File: src/rtl/hv_owt_rac_sched.sv
// hv_owt_rac_sched: schedules one HV one-wire transaction at a time.
// It takes a decoded rx frame and issues the register write, register read or
// ADC capture. It then waits out the bus turnaround gap and hands the response
// frame to the shared tx engine. Frames that arrive while busy are rejected
// and flagged.
//
// state     | meaning
// IDLE      | waiting for an rx frame
// WR        | one-cycle register write strobe
// RD        | one-cycle register read strobe
// RD_WAIT   | waiting for read data, bounded by the read timeout
// TURN      | bus turnaround gap before the response
// TX_REQ    | requesting the tx engine, response fields held
// TX_BUSY   | tx engine sending, waiting for done
module hv_owt_rac_sched #(
  parameter int unsigned      CMD_W     = 8,
  parameter int unsigned      DATA_W    = 8,
  parameter int unsigned      ADCD_W    = 10,
  parameter logic [CMD_W-2:0] ADC_ADDR  = 7'h1f,
  parameter int unsigned      TURN_CYC  = 16,
  parameter int unsigned      RD_TO_CYC = 8
) (
  input  logic              i_clk,
  input  logic              i_rst_n,
  input  logic              i_rx_vld,
  input  logic [CMD_W-1:0]  i_rx_cmd,
  input  logic [DATA_W-1:0] i_rx_data,
  input  logic              i_rx_status,
  output logic              o_reg_wr,
  output logic              o_reg_rd,
  output logic [CMD_W-2:0]  o_reg_addr,
  output logic [DATA_W-1:0] o_reg_wdata,
  input  logic              i_reg_rdata_vld,
  input  logic [DATA_W-1:0] i_reg_rdata,
  input  logic [ADCD_W-1:0] i_adc_data,
  output logic              o_tx_req,
  input  logic              i_tx_ack,
  input  logic              i_tx_done,
  output logic [1:0]        o_tx_type,
  output logic [CMD_W-1:0]  o_tx_cmd,
  output logic [ADCD_W-1:0] o_tx_data,
  output logic              o_busy,
  output logic              o_drop,
  output logic              o_ovf,
  output logic              o_rd_timeout
);

  localparam int unsigned      MAX_CYC  = (TURN_CYC > RD_TO_CYC) ? TURN_CYC : RD_TO_CYC;
  localparam int unsigned      CNT_W    = $clog2(MAX_CYC + 1);
  localparam logic [CNT_W-1:0] TURN_LD  = CNT_W'(TURN_CYC - 1);
  localparam logic [CNT_W-1:0] RD_TO_LD = CNT_W'(RD_TO_CYC - 1);
  localparam logic [1:0]       TYPE_RD  = 2'b00;
  localparam logic [1:0]       TYPE_WR  = 2'b01;
  localparam logic [1:0]       TYPE_ADC = 2'b10;

  typedef enum logic [2:0] {
    S_IDLE,
    S_WR,
    S_RD,
    S_RD_WAIT,
    S_TURN,
    S_TX_REQ,
    S_TX_BUSY
  } state_t;

  state_t            r_state;
  state_t            w_state_nx;
  logic [CNT_W-1:0]  r_cnt;
  logic [CMD_W-1:0]  r_cmd;
  logic [DATA_W-1:0] r_data;
  logic [1:0]        r_type;
  logic [ADCD_W-1:0] r_payload;
  logic              r_drop;
  logic              r_ovf;
  logic              r_rd_timeout;

  logic w_idle;
  logic w_accept;
  logic w_cnt_tc;
  logic w_is_wr;
  logic w_is_adc;
  logic w_rd_expire;
  logic w_reg_wr;
  logic w_reg_rd;
  logic w_tx_req;

  assign w_idle      = (r_state == S_IDLE);
  assign w_accept    = w_idle && i_rx_vld && !i_rx_status;
  assign w_cnt_tc    = (r_cnt == '0);
  assign w_is_wr     = i_rx_cmd[CMD_W-1];
  assign w_is_adc    = !i_rx_cmd[CMD_W-1] && (i_rx_cmd[CMD_W-2:0] == ADC_ADDR);
  // Read data arriving on the last wait cycle still wins over the timeout.
  assign w_rd_expire = (r_state == S_RD_WAIT) && !i_reg_rdata_vld && w_cnt_tc;

  // State register.
  always_ff @(posedge i_clk or negedge i_rst_n) begin
    if (!i_rst_n) r_state <= S_IDLE;
    else          r_state <= w_state_nx;
  end

  // Next-state logic and Moore strobes.
  always_comb begin
    w_state_nx = r_state;
    w_reg_wr   = 1'b0;
    w_reg_rd   = 1'b0;
    w_tx_req   = 1'b0;
    case (r_state)
      S_IDLE: begin
        if (w_accept) begin
          if (w_is_wr)       w_state_nx = S_WR;
          else if (w_is_adc) w_state_nx = S_TURN;
          else               w_state_nx = S_RD;
        end
      end
      S_WR: begin
        w_reg_wr   = 1'b1;
        w_state_nx = S_TURN;
      end
      S_RD: begin
        w_reg_rd   = 1'b1;
        w_state_nx = S_RD_WAIT;
      end
      S_RD_WAIT: begin
        if (i_reg_rdata_vld) w_state_nx = S_TURN;
        else if (w_cnt_tc)   w_state_nx = S_IDLE;
      end
      S_TURN: begin
        if (w_cnt_tc) w_state_nx = S_TX_REQ;
      end
      S_TX_REQ: begin
        w_tx_req = 1'b1;
        if (i_tx_ack) w_state_nx = S_TX_BUSY;
      end
      S_TX_BUSY: begin
        if (i_tx_done) w_state_nx = S_IDLE;
      end
      default: w_state_nx = S_IDLE;
    endcase
  end

  // Shared down-counter: loaded on entry to TURN or RD_WAIT, holds at zero.
  always_ff @(posedge i_clk or negedge i_rst_n) begin
    if (!i_rst_n) begin
      r_cnt <= '0;
    end else if (w_state_nx == S_TURN && r_state != S_TURN) begin
      r_cnt <= TURN_LD;
    end else if (w_state_nx == S_RD_WAIT && r_state != S_RD_WAIT) begin
      r_cnt <= RD_TO_LD;
    end else if (!w_cnt_tc) begin
      r_cnt <= r_cnt - CNT_W'(1);
    end
  end

  // Transaction fields: latched on accept, payload filled as the response forms.
  always_ff @(posedge i_clk or negedge i_rst_n) begin
    if (!i_rst_n) begin
      r_cmd     <= '0;
      r_data    <= '0;
      r_type    <= TYPE_RD;
      r_payload <= '0;
    end else if (w_accept) begin
      r_cmd  <= i_rx_cmd;
      r_data <= i_rx_data;
      if (w_is_wr) begin
        r_type    <= TYPE_WR;
        r_payload <= ADCD_W'(i_rx_data);
      end else begin
        r_type    <= w_is_adc ? TYPE_ADC : TYPE_RD;
        r_payload <= '0;
      end
    end else if (r_state == S_RD_WAIT && i_reg_rdata_vld) begin
      r_payload <= ADCD_W'(i_reg_rdata);
    end else if (r_state == S_TURN && w_cnt_tc && r_type == TYPE_ADC) begin
      r_payload <= i_adc_data;
    end
  end

  // Registered event pulses.
  always_ff @(posedge i_clk or negedge i_rst_n) begin
    if (!i_rst_n) begin
      r_drop       <= 1'b0;
      r_ovf        <= 1'b0;
      r_rd_timeout <= 1'b0;
    end else begin
      r_drop       <= w_idle && i_rx_vld && i_rx_status;
      r_ovf        <= !w_idle && i_rx_vld;
      r_rd_timeout <= w_rd_expire;
    end
  end

  assign o_reg_wr     = w_reg_wr;
  assign o_reg_rd     = w_reg_rd;
  assign o_tx_req     = w_tx_req;
  assign o_reg_addr   = r_cmd[CMD_W-2:0];
  assign o_reg_wdata  = r_data;
  assign o_tx_type    = r_type;
  assign o_tx_cmd     = r_cmd;
  assign o_tx_data    = r_payload;
  assign o_busy       = !w_idle;
  assign o_drop       = r_drop;
  assign o_ovf        = r_ovf;
  assign o_rd_timeout = r_rd_timeout;

endmodule
File: config.mk
export PLATFORM = sky130hd
export DESIGN_NAME = hv_owt_rac_sched
export DESIGN_NICKNAME = d
export VERILOG_FILES = /design/src/rtl/hv_owt_rac_sched.sv
export SDC_FILE = /design/constraint.sdc
export NUM_CORES = 1
export LEC_CHECK = 0
export BUFFER_PORTS_ARGS = -buffer_cell sky130_fd_sc_hd__buf_2
export CAP_MARGIN = 20
export CELL_PAD_IN_SITES_DETAIL_PLACEMENT = 1
export CELL_PAD_IN_SITES_GLOBAL_PLACEMENT = 1
export CORE_ASPECT_RATIO = 2
export CORE_MARGIN = 5
export CORE_UTILIZATION = 36
export CTS_CLUSTER_DIAMETER = 60
export DETAILED_ROUTE_END_ITERATION = 8
export HOLD_SLACK_MARGIN = 0.05
export PLACE_DENSITY = 0.83
export SETUP_SLACK_MARGIN = 0.02
export SYNTH_ARGS = -nofsm -noshare
export SYNTH_HDL_FRONTEND = slang
export SYNTH_SLANG_ARGS = --single-unit
export TNS_END_PERCENT = 20
File: constraint.sdc
create_clock -name i_clk -period 2.6 [get_ports i_clk]
set_clock_uncertainty 0.2 [all_clocks]
set_input_delay 0.65 -clock i_clk [delete_from_list [all_inputs] [get_ports i_clk]]
set_output_delay 0.65 -clock i_clk [all_outputs]
set_load 0.01 [all_outputs]
==> flow_summary.toml, run 1 <==
[status]
status = "finished, final reports clean"

[floorplan]
die_w_um = 63.6
pin_count = 83
initial_utilization_pct = 36.6
die_h_um = 117
dieArea_um2 = 7460
core_area_um2 = 5660
rows = 39

[critical_path]
crit_path_end_kind = "flop"
slowest_delay_ns = 0.61
crit_path_max_fanout = 10
r2r_slack_ns = 0.26
critPathKind = "flop to flop"
critPathBufInv = 1
cp-startpoint = "r_cnt[0]"
worstPathArrival_ns = 2.30
worstPathRequired_ns = 2.56
r2r_cells = 6
slowest_stage = "or3b_1"
startpoint_type = "flop"
r2r_start = "r_cnt[0]"
cp_cell_sequence = "inv_1 > ha_1 > nor4b_4 > and4_1 > or3b_1 > mux2_4"
worstReg2RegEnd = "o_tx_data[5]"
critPathTopFamily = "simple AND/OR/NAND/NOR gates"

[synth]
synthAdderAreaFrac_pct = 1.21
ys.flop_type = "dfrtp_1"
synth_compound_area_share_pct = 5.56
synth_cells = 206
synth-edff-count = 0
synth_top_family_by_area = "simple AND/OR/NAND/NOR gates"
postSynth.asyncResetShare_pct = 100
synth-xor-area-share_pct = 1.69
ys_seq_elements = 38
syn_avg_cell_area_um2 = 10.1
synthMuxAreaShare_pct = 14.5
yosys_warnings = 0
synth_cell_types = 41
synth-simple-area-share_pct = 23.4
synthesis.nets = 249
syn-cell-area_um2 = 2070
yosysSeqAreaShare_pct = 45.9

[hold_path]
hold_class = "input pin to asynchronous set/reset pin"

[global_routing]
grt_max_degree = 17
grt.busiest_layer = "met2"
grt_pass1_vias = 1967
antenna_found_initial = 0
grt.total_usage_pct = 16.2
grt_overflow = 0
grt_pass1_wl_mm = 9.45
use_met2_pct = 30.7
grt_util_met3_pct = 3.44
met1_usage_pct = 16.6

[power]
p_per_area_nw_per_um2 = 1130
power.switching_mw = 1.12
peakVddDrop_v = 0.000774
p_leak_nw = 1.51
pwr-share-comb_pct = 43.3
power.internal_mw = 1.91
swShare_pct = 36.9
seqPwrFrac_pct = 34.1
total_power_mw = 3.02
power.share.clock_pct = 22.6

[timing]
hold_viol_final = 0
max_freq_mhz = 427
slew_viol_final = 0
post-route-period-util_pct = 90.0
whs_ns = 0.0714
finalSetupViolations = 0
rsz0062_at_grt = "false"
min_period_ns = 2.34
tns_ns = 0
slew-limit-headroom_pct = 55.2
tightest_slew_ns = 0.673

[clock_tree]
ctsHtreeMaxLevel = 2
cts_made_buffers = 5
cts_max_path_buffers = 2
cts_tree = "done"
cts_num_sinks = 38
path_clk_slew_ns = 0.06
hold_buffers = 0
post_cts_buffers = 0
clk_latency_ns = 0.28
cts_root_buffer = "clkbuf_16"
ctsResizeCount = 0

[detailed_routing]
viasPerCell = 4.98
drc_errors = 0
dr.pass1.iters = 4
ant_nets = 0
via_count = 1748
drt_wl_total_mm = 5.79
drt-initial-drc-count = 31
wl_per_cell_um = 16.5

[run]
maxCapViolations = 0

[placed_design]
hpwlAfterDp_mm = 4.83
place_congestion = 0.813
dp.cells = 343
port_buffers = 82
dpl_cell_area_um2 = 2510

[final_layout]
layout-drive-gt1-share_pct = 40.7
nNetsFinal = 332
fill_cells = 680
area_growth_pct = 29.4
fin_area_um2 = 2680
diodes = 0
stdcell_count = 351
==> flip-flops by register name, indices dropped and copies added, names as in the netlist <==
signal and count:
o_reg_wdata 8, o_rd_timeout 1, o_tx_data 10, r_state 3, r_cnt 5, o_drop 1
o_ovf 1, o_tx_cmd 7, o_tx_type 2
==> area by class of cell <==
type                       instances  area [µm²]  share of cell area (%)
clock inverter                     3        40.0                    1.49
sequential                        38         951                    35.5
clock buffer                       5         125                    4.67
tap                               61        76.3                    2.85
multi-input combinational        143         960                    35.8
inverter                           7        26.3                   0.981
timing repair buffer              94         500                    18.7
==> layout by cell type, fill, tap and decap left out, types with 3 or more instances in the layout <==
cell	Yosys	final
buf_2	2	82
nor2_1	6	6
nand2_1	61	61
nor3_1	3	3
o21ai_0	3	3
mux2i_1	18	18
mux2_4	8	8
xnor2_1	4	4
buf_4	11	12
o31ai_1	5	5
dfrtp_1	38	38
inv_1	6	6
nor3b_1	4	4
clkbuf_16	0	5
==> metrics by stage <==
| step | worst slack (ns) | utilization [%] |
|---|---|---|
| after CTS | 0.238 | 47.3 |
| after global routing | 0.128 | 47.3 |
| final | 0.261 | 47.3 |
| after global placement | 0.275 | 44.4 |
| after floorplan | 0.453 | - |
| after detailed placement | 0.213 | 44.4 |
==> worst register-to-register path, stage by stage (launching register included) <==
cell and delay [ns]:
dfrtp_1 0.37, inv_1 0.07, ha_1 0.22, nor4b_4 0.14, and4_1 0.22, or3b_1 0.61
mux2_4 0.40
==> cells in the mapped netlist (3+ instances only) <==
library cell	number	area [µm²]
o31ai_1	5	37.5
nor2_1	6	22.5
buf_4	11	82.6
o21ai_0	3	15.0
nor3_1	3	15.0
nand2_1	61	229
xnor2_1	4	35.0
dfrtp_1	38	951
mux2_4	8	120
mux2i_1	18	180
buf_6	3	33.8
nor3b_1	4	30.0
inv_1	6	22.5
==> worst max-delay path by stage <==
stage	to	slack [ns]	depth (start not counted)
finish	o_tx_data[5]	0.26	6
global route	o_tx_data[5]	0.13	6
CTS	o_tx_data[5]	0.24	6
detailed placement	o_tx_data[5]	0.21	5
global placement	r_cnt[4]	0.28	5
floorplan	o_tx_data[0]	0.45	7
==> layer usage <==
| layer | vias up | wire length [µm] |
|---|---|---|
| li1 | 851 | - |
| met1 | 843 | 2020 |
| met2 | 45 | 3370 |
| met3 | 9 | 263 |
| met4 | 0 | 134 |
| met5 | - | 0 |
==> power by group through the flow <==
stage          Sequential [mW]  Combinational, mW  Clock [mW]
6_report                  1.03               1.31       0.684
5_1_grt                   1.07               1.44       0.726
4_1_cts                   1.04               1.33       0.700
3_5_place_dp              1.05               1.32           0
3_3_place_gp              1.04               1.28           0
2_1_floorplan             1.11              0.806           0
==> cells by family after synthesis <==
logic type	Yosys count
buffers and inverters	25
flip-flops	38
XOR/XNOR	4
adder cells (fa/ha/maj)	2
AO/OA/AOI/OAI	15
multiplexers	26
AND/OR/NAND/NOR	96
Note: power is estimated with default switching activity, not from simulation.
==> run 2: changes to the inputs <==
==> constraint.sdc (replaced) <==
create_clock -name i_clk -period 2.5 [get_ports i_clk]
set_clock_uncertainty 0.2 [all_clocks]
set_input_delay 0.625 -clock i_clk [delete_from_list [all_inputs] [get_ports i_clk]]
set_output_delay 0.625 -clock i_clk [all_outputs]
set_load 0.01 [all_outputs]
==> flow_summary.toml, run 2 (synthesis results as in run 1) <==
[global_routing]
grt.total_usage_pct = 16.5
met1_usage_pct = 17.4
grt.busiest_layer = "met2"
use_met2_pct = 29.9
grt_max_degree = 39
grt_util_met3_pct = 3.72
grt_overflow = 0
grt_pass1_vias = 1995
grt_pass1_wl_mm = 9.54
antenna_found_initial = 0

[status]
status = "finished, final reports clean"

[final_layout]
stdcell_count = 346
layout-drive-gt1-share_pct = 39.6
diodes = 0
area_growth_pct = 28.1
nNetsFinal = 328
layout_common_cells = "buf_2, nand2_1, dfrtp_1"
largest_reg_flops = 10
fill_cells = 700
layout_commonest_cell = "buf_2"

[critical_path]
r2r_start = "r_cnt[0]"
r2r_slack_ns = 0.20
worstPathRequired_ns = 2.47
critPathKind = "flop to flop"
cp-startpoint = "r_cnt[0]"
crit_path_end_kind = "flop"
cp-endpoint = "o_tx_data[1]"
startpoint_type = "flop"
worstReg2RegEnd = "o_tx_data[1]"
worstPathArrival_ns = 2.28
crit_path_max_fanout = 10
r2r_cells = 6

[floorplan]
core_area_um2 = 5660
pin_count = 83
dieArea_um2 = 7460
rows = 39
die_h_um = 117
die_w_um = 63.6
initial_utilization_pct = 36.6

[clock_tree]
cts_num_sinks = 38
clk_latency_ns = 0.28
cts_root_buffer = "clkbuf_16"
ctsResizeCount = 0
hold_buffers = 0
post_cts_buffers = 0
path_clk_slew_ns = 0.06
cts_made_buffers = 5
cts_tree = "done"
ctsHtreeMaxLevel = 2
cts_max_path_buffers = 2

[power]
power.internal_mw = 1.99
swShare_pct = 37.0
p_per_area_nw_per_um2 = 1190
p_leak_nw = 1.49
seqPwrFrac_pct = 35.6
power.share.clock_pct = 23.4
peakVddDrop_v = 0.000811
power.switching_mw = 1.17
pwr-share-comb_pct = 41.0

[detailed_routing]
drc_errors = 0
wl_per_cell_um = 16.9
ant_nets = 0
drt-initial-drc-count = 41
drt_wl_total_mm = 5.86
viasPerCell = 5.12
dr.pass1.iters = 4
via_count = 1772

[timing]
max_freq_mhz = 434
hold_viol_final = 0
slew_viol_final = 0
tns_ns = 0
min_period_ns = 2.30
tightest_slew_ns = 0.701
rsz0062_at_grt = "false"
slew-limit-headroom_pct = 53.3
finalSetupViolations = 0
post-route-period-util_pct = 92.1
worst_slack_ns = 0.197

[placed_design]
place_congestion = 0.754
place_ws_ns = 0.118
port_buffers = 82
dp.cells = 339
hpwlAfterDp_mm = 4.63

[hold_path]
hold_class = "input pin to asynchronous set/reset pin"

[run]
maxCapViolations = 0
run 2: cell count changes in the layout (fill, tap and decap cells not counted):
cell	previous run	this run
clkbuf_8	0	1
buf_4	12	8
clkinv_2	2	0
run 2: worst min path at each step:
| stage | cells after the start | slack [ns] | end |
|---|---|---|---|
| final | 2 | 0.19 | o_ovf |
| after floorplan | 0 | 0.13 | o_drop |
| after CTS | 2 | 0.21 | o_tx_cmd[4] |
| after detailed placement | 2 | 0.27 | o_reg_wdata[3] |
| after global placement | 2 | 0.25 | o_reg_wdata[4] |
| after global routing | 2 | 0.23 | o_drop |
run 2: through the flow:
stage / util, % / hold WS, ns / power, mW / cell area, µm²
2_1_floorplan: - / 0.129 / 1.99 / 2070
3_3_place_gp: 43.9 / 0.254 / 2.39 / 2480
3_5_place_dp: 43.9 / 0.274 / 2.45 / 2480
4_1_cts: 46.9 / 0.205 / 3.21 / 2650
5_1_grt: 46.9 / 0.232 / 3.39 / 2650
6_report: 46.9 / 0.186 / 3.17 / 2650
run 2: final cells by class:
class	instances	area, µm²	share of cell area (%)
clock buffer	6	139	5.24
clock inverter	1	30.0	1.13
inverter	7	26.3	0.991
tap	61	76.3	2.88
timing repair buffer	90	470	17.7
sequential	38	951	35.8
multi-input combinational	143	960	36.2
run 2: power groups by stage:
stage / combinational [mW] / sequential (mW) / clock, mW
6_report: 1.30 / 1.13 / 0.740
3_3_place_gp: 1.27 / 1.12 / 0
3_5_place_dp: 1.32 / 1.13 / 0
5_1_grt: 1.43 / 1.17 / 0.784
4_1_cts: 1.33 / 1.13 / 0.753
2_1_floorplan: 0.838 / 1.16 / 0
run 2: per-layer routing:
| metal | wire length [µm] | part of all wire [%] | vias to the layer above |
|---|---|---|---|
| met2 | 3250 | 55 | 50 |
| met4 | 198 | 3.4 | 0 |
| li1 | - | - | 836 |
| met3 | 255 | 4.4 | 13 |
| met5 | 0 | 0 | - |
| met1 | 2160 | 37 | 873 |
run 2: critical path, cell delays in order, from the launching register on:
cell	delay [ns]
dfrtp_1	0.38
inv_1	0.08
ha_1	0.21
nor4b_4	0.13
and4_1	0.21
or3b_1	0.59
mux2_4	0.38
